## config.mk

```make
export PLATFORM = sky130hd
export DESIGN_NAME = run_ctrl
export DESIGN_NICKNAME = d
export VERILOG_FILES = /design/src/rtl/run_ctrl.sv
export SDC_FILE = /design/constraint.sdc
export NUM_CORES = 1
export LEC_CHECK = 0
export CAP_MARGIN = 20
export CORE_MARGIN = 3
export CORE_UTILIZATION = 45
export DETAILED_ROUTE_END_ITERATION = 16
export GPL_TIMING_DRIVEN = 0
export PLACE_DENSITY = 0.81
export SLEW_MARGIN = 20
export SYNTH_ARGS = -nofsm -noshare
export SYNTH_HDL_FRONTEND = slang
export SYNTH_SLANG_ARGS = --single-unit
```

## constraint.sdc

```tcl
create_clock -name clk -period 2.45 [get_ports clk]
set_input_delay 0.49 -clock clk [delete_from_list [all_inputs] [get_ports clk]]
set_output_delay 0.49 -clock clk [all_outputs]
set_load 0.05 [all_outputs]
```

## src/rtl/run_ctrl.sv

```systemverilog
// Run controller: holds the core in reset, then runs it until a tohost mailbox
// write reports pass/fail or a cycle budget expires. All outputs are registered.
module run_ctrl #(
  parameter int                ADDR_W         = 32,
  parameter int                DATA_W         = 32,
  parameter int                CNT_W          = 32,
  parameter int                RESET_CYCLES   = 4,
  parameter int                TIMEOUT_CYCLES = 300,
  parameter logic [ADDR_W-1:0] TOHOST_ADDR    = 'h0000_1000
) (
  input  logic              clk,
  input  logic              reset_n,
  input  logic              hit_reset,
  input  logic              mem_valid,
  input  logic [ADDR_W-1:0] mem_addr,
  input  logic [DATA_W-1:0] mem_data,
  output logic              core_reset_n,
  output logic              running,
  output logic              done,
  output logic              pass,
  output logic              timeout,
  output logic [DATA_W-2:0] fail_code,
  output logic [CNT_W-1:0]  cycle_count
);

  localparam int                HOLD_W    = (RESET_CYCLES > 1) ? $clog2(RESET_CYCLES) : 1;
  localparam logic [HOLD_W-1:0] HOLD_LAST = HOLD_W'(RESET_CYCLES - 1);
  localparam logic [CNT_W-1:0]  CNT_LAST  = CNT_W'(TIMEOUT_CYCLES - 1);

  typedef enum logic [2:0] {
    S_HOLD,
    S_RUN,
    S_PASS,
    S_FAIL,
    S_TIMEOUT
  } state_t;

  state_t              state, state_d;
  logic [HOLD_W-1:0]   hold_cnt, hold_cnt_d;
  logic                core_reset_n_d, running_d, done_d, pass_d, timeout_d;
  logic [DATA_W-2:0]   fail_code_d;
  logic [CNT_W-1:0]    cycle_count_d;
  logic                mbox_hit;

  // Only odd data at the mailbox address is a verdict; even values are progress chatter.
  assign mbox_hit = mem_valid && (mem_addr == TOHOST_ADDR) && mem_data[0];

  always_ff @(posedge clk or negedge reset_n) begin
    if (!reset_n) begin
      state        <= S_HOLD;
      hold_cnt     <= '0;
      core_reset_n <= 1'b0;
      running      <= 1'b0;
      done         <= 1'b0;
      pass         <= 1'b0;
      timeout      <= 1'b0;
      fail_code    <= '0;
      cycle_count  <= '0;
    end else begin
      state        <= state_d;
      hold_cnt     <= hold_cnt_d;
      core_reset_n <= core_reset_n_d;
      running      <= running_d;
      done         <= done_d;
      pass         <= pass_d;
      timeout      <= timeout_d;
      fail_code    <= fail_code_d;
      cycle_count  <= cycle_count_d;
    end
  end

  always_comb begin
    state_d        = state;
    hold_cnt_d     = hold_cnt;
    core_reset_n_d = core_reset_n;
    done_d         = done;
    pass_d         = pass;
    timeout_d      = timeout;
    fail_code_d    = fail_code;
    cycle_count_d  = cycle_count;

    if (hit_reset) begin
      state_d        = S_HOLD;
      hold_cnt_d     = '0;
      core_reset_n_d = 1'b0;
      done_d         = 1'b0;
      pass_d         = 1'b0;
      timeout_d      = 1'b0;
      fail_code_d    = '0;
      cycle_count_d  = '0;
    end else begin
      case (state)
        S_HOLD: begin
          if (hold_cnt == HOLD_LAST) begin
            state_d        = S_RUN;
            hold_cnt_d     = '0;
            core_reset_n_d = 1'b1;
            cycle_count_d  = '0;
          end else begin
            hold_cnt_d = hold_cnt + HOLD_W'(1);
          end
        end
        S_RUN: begin
          // A verdict on the last budgeted cycle beats the timeout.
          if (mbox_hit) begin
            cycle_count_d = cycle_count + CNT_W'(1);
            done_d        = 1'b1;
            if (mem_data == DATA_W'(1)) begin
              state_d = S_PASS;
              pass_d  = 1'b1;
            end else begin
              state_d     = S_FAIL;
              fail_code_d = mem_data[DATA_W-1:1];
            end
          end else if (cycle_count == CNT_LAST) begin
            state_d   = S_TIMEOUT;
            done_d    = 1'b1;
            timeout_d = 1'b1;
          end else begin
            cycle_count_d = cycle_count + CNT_W'(1);
          end
        end
        default: ;
      endcase
    end

    running_d = (state_d == S_RUN);
  end

endmodule
```

; After elaboration in Yosys (flattened, before gate mapping)
; Index checks and enable logic that the tools add are counted.
[word_totals]
romBits = 0
regBits = 73
output_inout_bits = 68
mem_bits_rw = 0
n_memories = 0
inputBits = 68
latchBits = 0
[op_classes]
addsub = 2
reduce_logical = 17
mux = 32
div_mod_pow = 0
eq_ne = 10
n_lt_le_gt_ge = 0
n_bitwise = 0
shifts = 0
n_mul = 0
[ops]
columns = op, n
row1 = 2-to-1 mux 32 bit, 4
row2 = 2-to-1 mux 31 bit, 4
row3 = case mux 32 bit (2 select lines), 1
row4 = "adder 32 x 1 -> 32 bit, second input constant", 1
row5 = "equality test 32 x 1 -> 1 bit, second input constant", 1
row6 = "equality test 32 x 13 -> 1 bit, second input constant", 1
row7 = "equality test 32 x 9 -> 1 bit, second input constant", 1
row8 = 2-to-1 mux 1 bit, 15
row9 = 2-to-1 mux 3 bit, 4
row10 = AND reduction 3 bit, 4
row11 = nonzero test 2 bit, 6
row12 = "equality test 3 x 1 -> 1 bit, second input constant", 2
row13 = 2-to-1 mux 2 bit, 3
row14 = case mux 3 bit (2 select lines), 1
row15 = nonzero test 3 bit, 2
row16 = "inequality test 2 bit, second input constant", 2
row17 = "inequality test 4 bit, second input constant", 1
row18 = AND reduction 2 bit, 2
row19 = logical NOT 3 bit, 1
row20 = "inequality test 3 bit, second input constant", 1
row21 = "adder 2 x 1 -> 2 bit, second input constant", 1
row22 = "equality test 2 bit, second input constant", 1
row23 = logical AND 1 bit, 2

; Depth between registers and ports, before layout
[logic_depth]
depth_word = 7
depth_mapped = 9
mapped_depth_nobuf = 7

; Least setup slack after synthesis
; No wires, ideal clock.
[synth_timing]
kind = register -> register
from = register cycle_count[0]
to = register cycle_count[2]
path_stages_with_launch = 7
slack_ps = -34
setup_ps = 140
arrival_time_ps = 2345
path_buffers = 0
cell_sequence = dfrtp_1 -> ha_1 -> nor4b_1 -> nand4_1 -> or4_1 -> o21ai_1 -> o21ai_0
[synth_via]
elab_chain_cells = 5
[synth_lines]
columns = element, line
row1 = start: declaration, 23  ; output logic [CNT_W-1:0] cycle_count
row2 = start signal: assignment, 68  ; cycle_count <= cycle_count_d;
row3 = adder 32 x 1 -> 32 bit, "106, 120"
row4 = 2-to-1 mux 32 bit, 115  ; end else if (cycle_count == CNT_LAST) begin
row5 = 2-to-1 mux 32 bit, 105  ; if (mbox_hit) begin
row6 = case mux 32 bit (2 select lines), 92  ; case (state)
row7 = 2-to-1 mux 32 bit, 82  ; if (hit_reset) begin
; Parallel ways exist; a longest one is shown, timed or not. The select of a mux whose other input is x is not followed.
; A chain may end at the register's enable or synchronous reset.

; Worst setup path after layout
[layout_timing]
from = input mem_addr[14]
to = register cycle_count[20]
[layout_via]
elab_chain_cells = 6
[layout_lines]
columns = element, line
row1 = start: declaration, 15  ; input logic [ADDR_W-1:0] mem_addr,
row2 = equality test 32 x 13 -> 1 bit (*), 46  ; assign mbox_hit = mem_valid && (mem_addr == TOHOST_ADDR) && mem_data[0];
row3 = logical AND 1 bit (*) (2 in series), 46
row4 = 2-to-1 mux 32 bit, 105
row5 = case mux 32 bit (2 select lines), 92
row6 = 2-to-1 mux 32 bit, 82
; Every way passes the cells marked *; elsewhere a longest branch is shown, timed or not.

==> metrics.txt <==
setup TNS 0 ns; Die Wd 96.2 um; share of cells above drive strength 1 14.0%; Synth Register Bits 73; Placement Cell Area 5160 um^2; worst-case clock buffer depth 2; Port Buf Inserts 135; post-DR vias/cell 5.83; final instance area 5640 um^2; Tot Pwr 2550 uW; Setup crit end kind flop; clk root buf clkbuf_8; critical path, cell by cell clkdlybuf4s15_1, nor4b_4, nand4_1, or3_4, a21o_1, buf_6, or4_4, a21oi_2; CTS Hold Bufs 0; register area share after synthesis 49.9%; DIE HEIGHT 96.2 um; Reg2Reg Depth 8; TritonCTS buffer count 9; Worst-Skew Late Latency 0.34 ns; Distinct cells, synth 43; drt first pass iters 5; IO Pins 136; initial antenna violation count 0; Final min period 2.42 ns; drt initial violations 298; Core ar. 7810 um^2; Critical Path End cycle_count[20]; Slew headroom 46.5%; Clock Skew 0.00704 ns; Synth warnings 0; CP arrival 2.69 ns; fillers 569; CTS clk-pin slew, worst paths 0.08 ns; power density cells 453 nW/um^2; startpoint types input port; WL final 11.8 mm; die area 9240 um^2; Tcrit/Tclk final 98.8%; most frequent cells in the layout clkdlybuf4s50_1 (104), nand2_1 (87), dfrtp_1 (68); Post-Syn Area 3660 um^2; Max Cap Violations 0; FFs w/ async S/R, synth 100%; final core utilization 72.2%; Hold Fails Final Rpt 0; area of the multi-input gates 1940 um^2; HP Class input port to async pin; cells after synthesis 408; last weighted congestion value of the routability-driven placer 0.922; Final setup viols 0; kind of critical path input port to flop; total grt overflow 0; worst setup path startpoint mem_addr[14]; largest net degree at the start of global routing 46; Max Fclk 0.413 GHz; CP max stage cell or4_4; FF-to-FF setup slack 0.12 ns; n_diodes 0; Peak VDD IR 0.317 mV; Vias 3883; Core Rows 32; R2R Path Start cycle_count[9]; EDFF count, synth 0; status finished, final reports clean; wire length of the first global-routing pass 18.4 mm; Sinks on Clock Net 73; Total GRT Usage 25.7%; max incr delay on CP 0.51 ns; post-DR wirelength/cell 17.6 um; Final Max Slew Viols 0; antenna-violating nets left 0; Required @ worst endpoint 2.72 ns; H-tree levels 3; Worst-Margin Slew 0.796 ns; Main synth FF type dfrtp_1; Storage cell area 1830 um^2; syn_nets 478; number of global-route vias before repair 3604; FF-to-FF End cycle_count[17]; Bufs and invs on worst path 2; WP depth 8; leading cell type in the layout, fill and taps excluded clkdlybuf4s50_1; largest delay contributor family on the critical path simple AND/OR/NAND/NOR gates; DRC errors left 0; Avg Inst Size Synth 8.96 um^2; Synth-to-Final Area Change 54.2%; Initial Util 46.8%; HPWL after DPL 8.63 mm; cell leakage power 0.00237 uW; Critical Path Fanout Max 5; Final nets 630; CTS tree yes
worst min-delay path by stage:
stage,start,endpoint,slack (ns),cells after the start
2_1_floorplan,reset_n,core_reset_n,0.19,0
3_3_place_gp,done,done,0.48,2
3_5_place_dp,reset_n,cycle_count[0],0.45,1
4_1_cts,reset_n,cycle_count[0],0.08,1
5_1_grt,reset_n,cycle_count[0],0.09,1
6_report,reset_n,cycle_count[0],0.07,1
cell type report:
cell class | instances | area share, %
multi-input cells | 313 | 34.4
flip-flops and latches | 73 | 32.5
repair buffers | 143 | 25.5
clock buffers | 12 | 2.75
well taps | 102 | 2.26
plain buffers | 17 | 1.69
clock inverters | 3 | 0.710
inverters | 3 | 0.200
registers in the layout (all words and copies together) (netlist names):
signal        cells
core_reset_n      1
cycle_count      32
done              1
fail_code        31
hold_cnt          2
pass              1
running           1
state             3
timeout           1
per-layer routing:
metal | part of all wire [%] | up-vias | GRT usage (%)
li1 | - | 1786 | -
met3 | 7.2 | 34 | 3.13
met2 | 51 | 174 | 42.8
met5 | 0 | - | 0
met1 | 39 | 1889 | 34.1
met4 | 2.6 | 0 | 9.83
metrics by stage:
step | setup slack (ns) | cells | hold WS, ns
floorplan | 0.116 | 408 | 0.194
global placement | -1.87 | 645 | 0.478
detailed placement | -0.757 | 646 | 0.452
CTS | -0.0444 | 665 | 0.0822
global route | -0.0408 | 666 | 0.0907
finish | 0.0286 | 666 | 0.0718
timing repair:
item | CTS | global route
buffers inserted | 4 | 2
resized for setup | 38 | 64
endpoints found under the setup margin | 50 | 50
pin swaps | 16 | 17
gates cloned | 1 | 0
Yosys cell counts (2+ instances only):
library cell	instances	area [um^2]
o31ai_1	11	82.6
dfrtp_1	73	1830
a21o_1	3	22.5
clkbuf_1	15	56.3
nor2_1	32	120
a31o_2	3	26.3
nand3_1	13	65.1
and3_1	10	62.6
nor4_1	14	87.6
and4_1	2	17.5
xnor2_1	2	17.5
o211ai_1	2	15.0
mux2i_1	3	30.0
buf_6	2	22.5
nand2_1	87	327
nor4b_1	3	26.3
and2_1	2	12.5
nor3b_1	2	15.0
o21ai_0	18	90.1
a31oi_1	4	25.0
ha_1	2	25.0
a21oi_1	45	225
nor4b_2	4	60.1
inv_1	3	11.3
or4_1	9	67.6
or3_1	6	37.5
or2_2	3	18.8
nand4_1	10	62.6
nor3_1	3	15.0
nor4_2	4	50.1
xor2_1	6	52.6
cell families after synthesis:
kind of cell | Yosys count | share of synthesized area [%]
multiplexers | 3 | 0.821
flip-flops | 73 | 49.9
adder cells (fa/ha/maj) | 2 | 0.684
XOR/XNOR | 8 | 1.92
AND/OR/NAND/NOR | 206 | 28.9
buffers and inverters | 22 | 2.70
AO/OA/AOI/OAI | 94 | 15.0
power by group:
part / internal [uW] / switching [uW]
clock network: 518 / 428
logic: 167 / 205
registers: 1220 / 13.6
total: 1910 / 647
No activity file was read; power rests on OpenSTA's default activity.
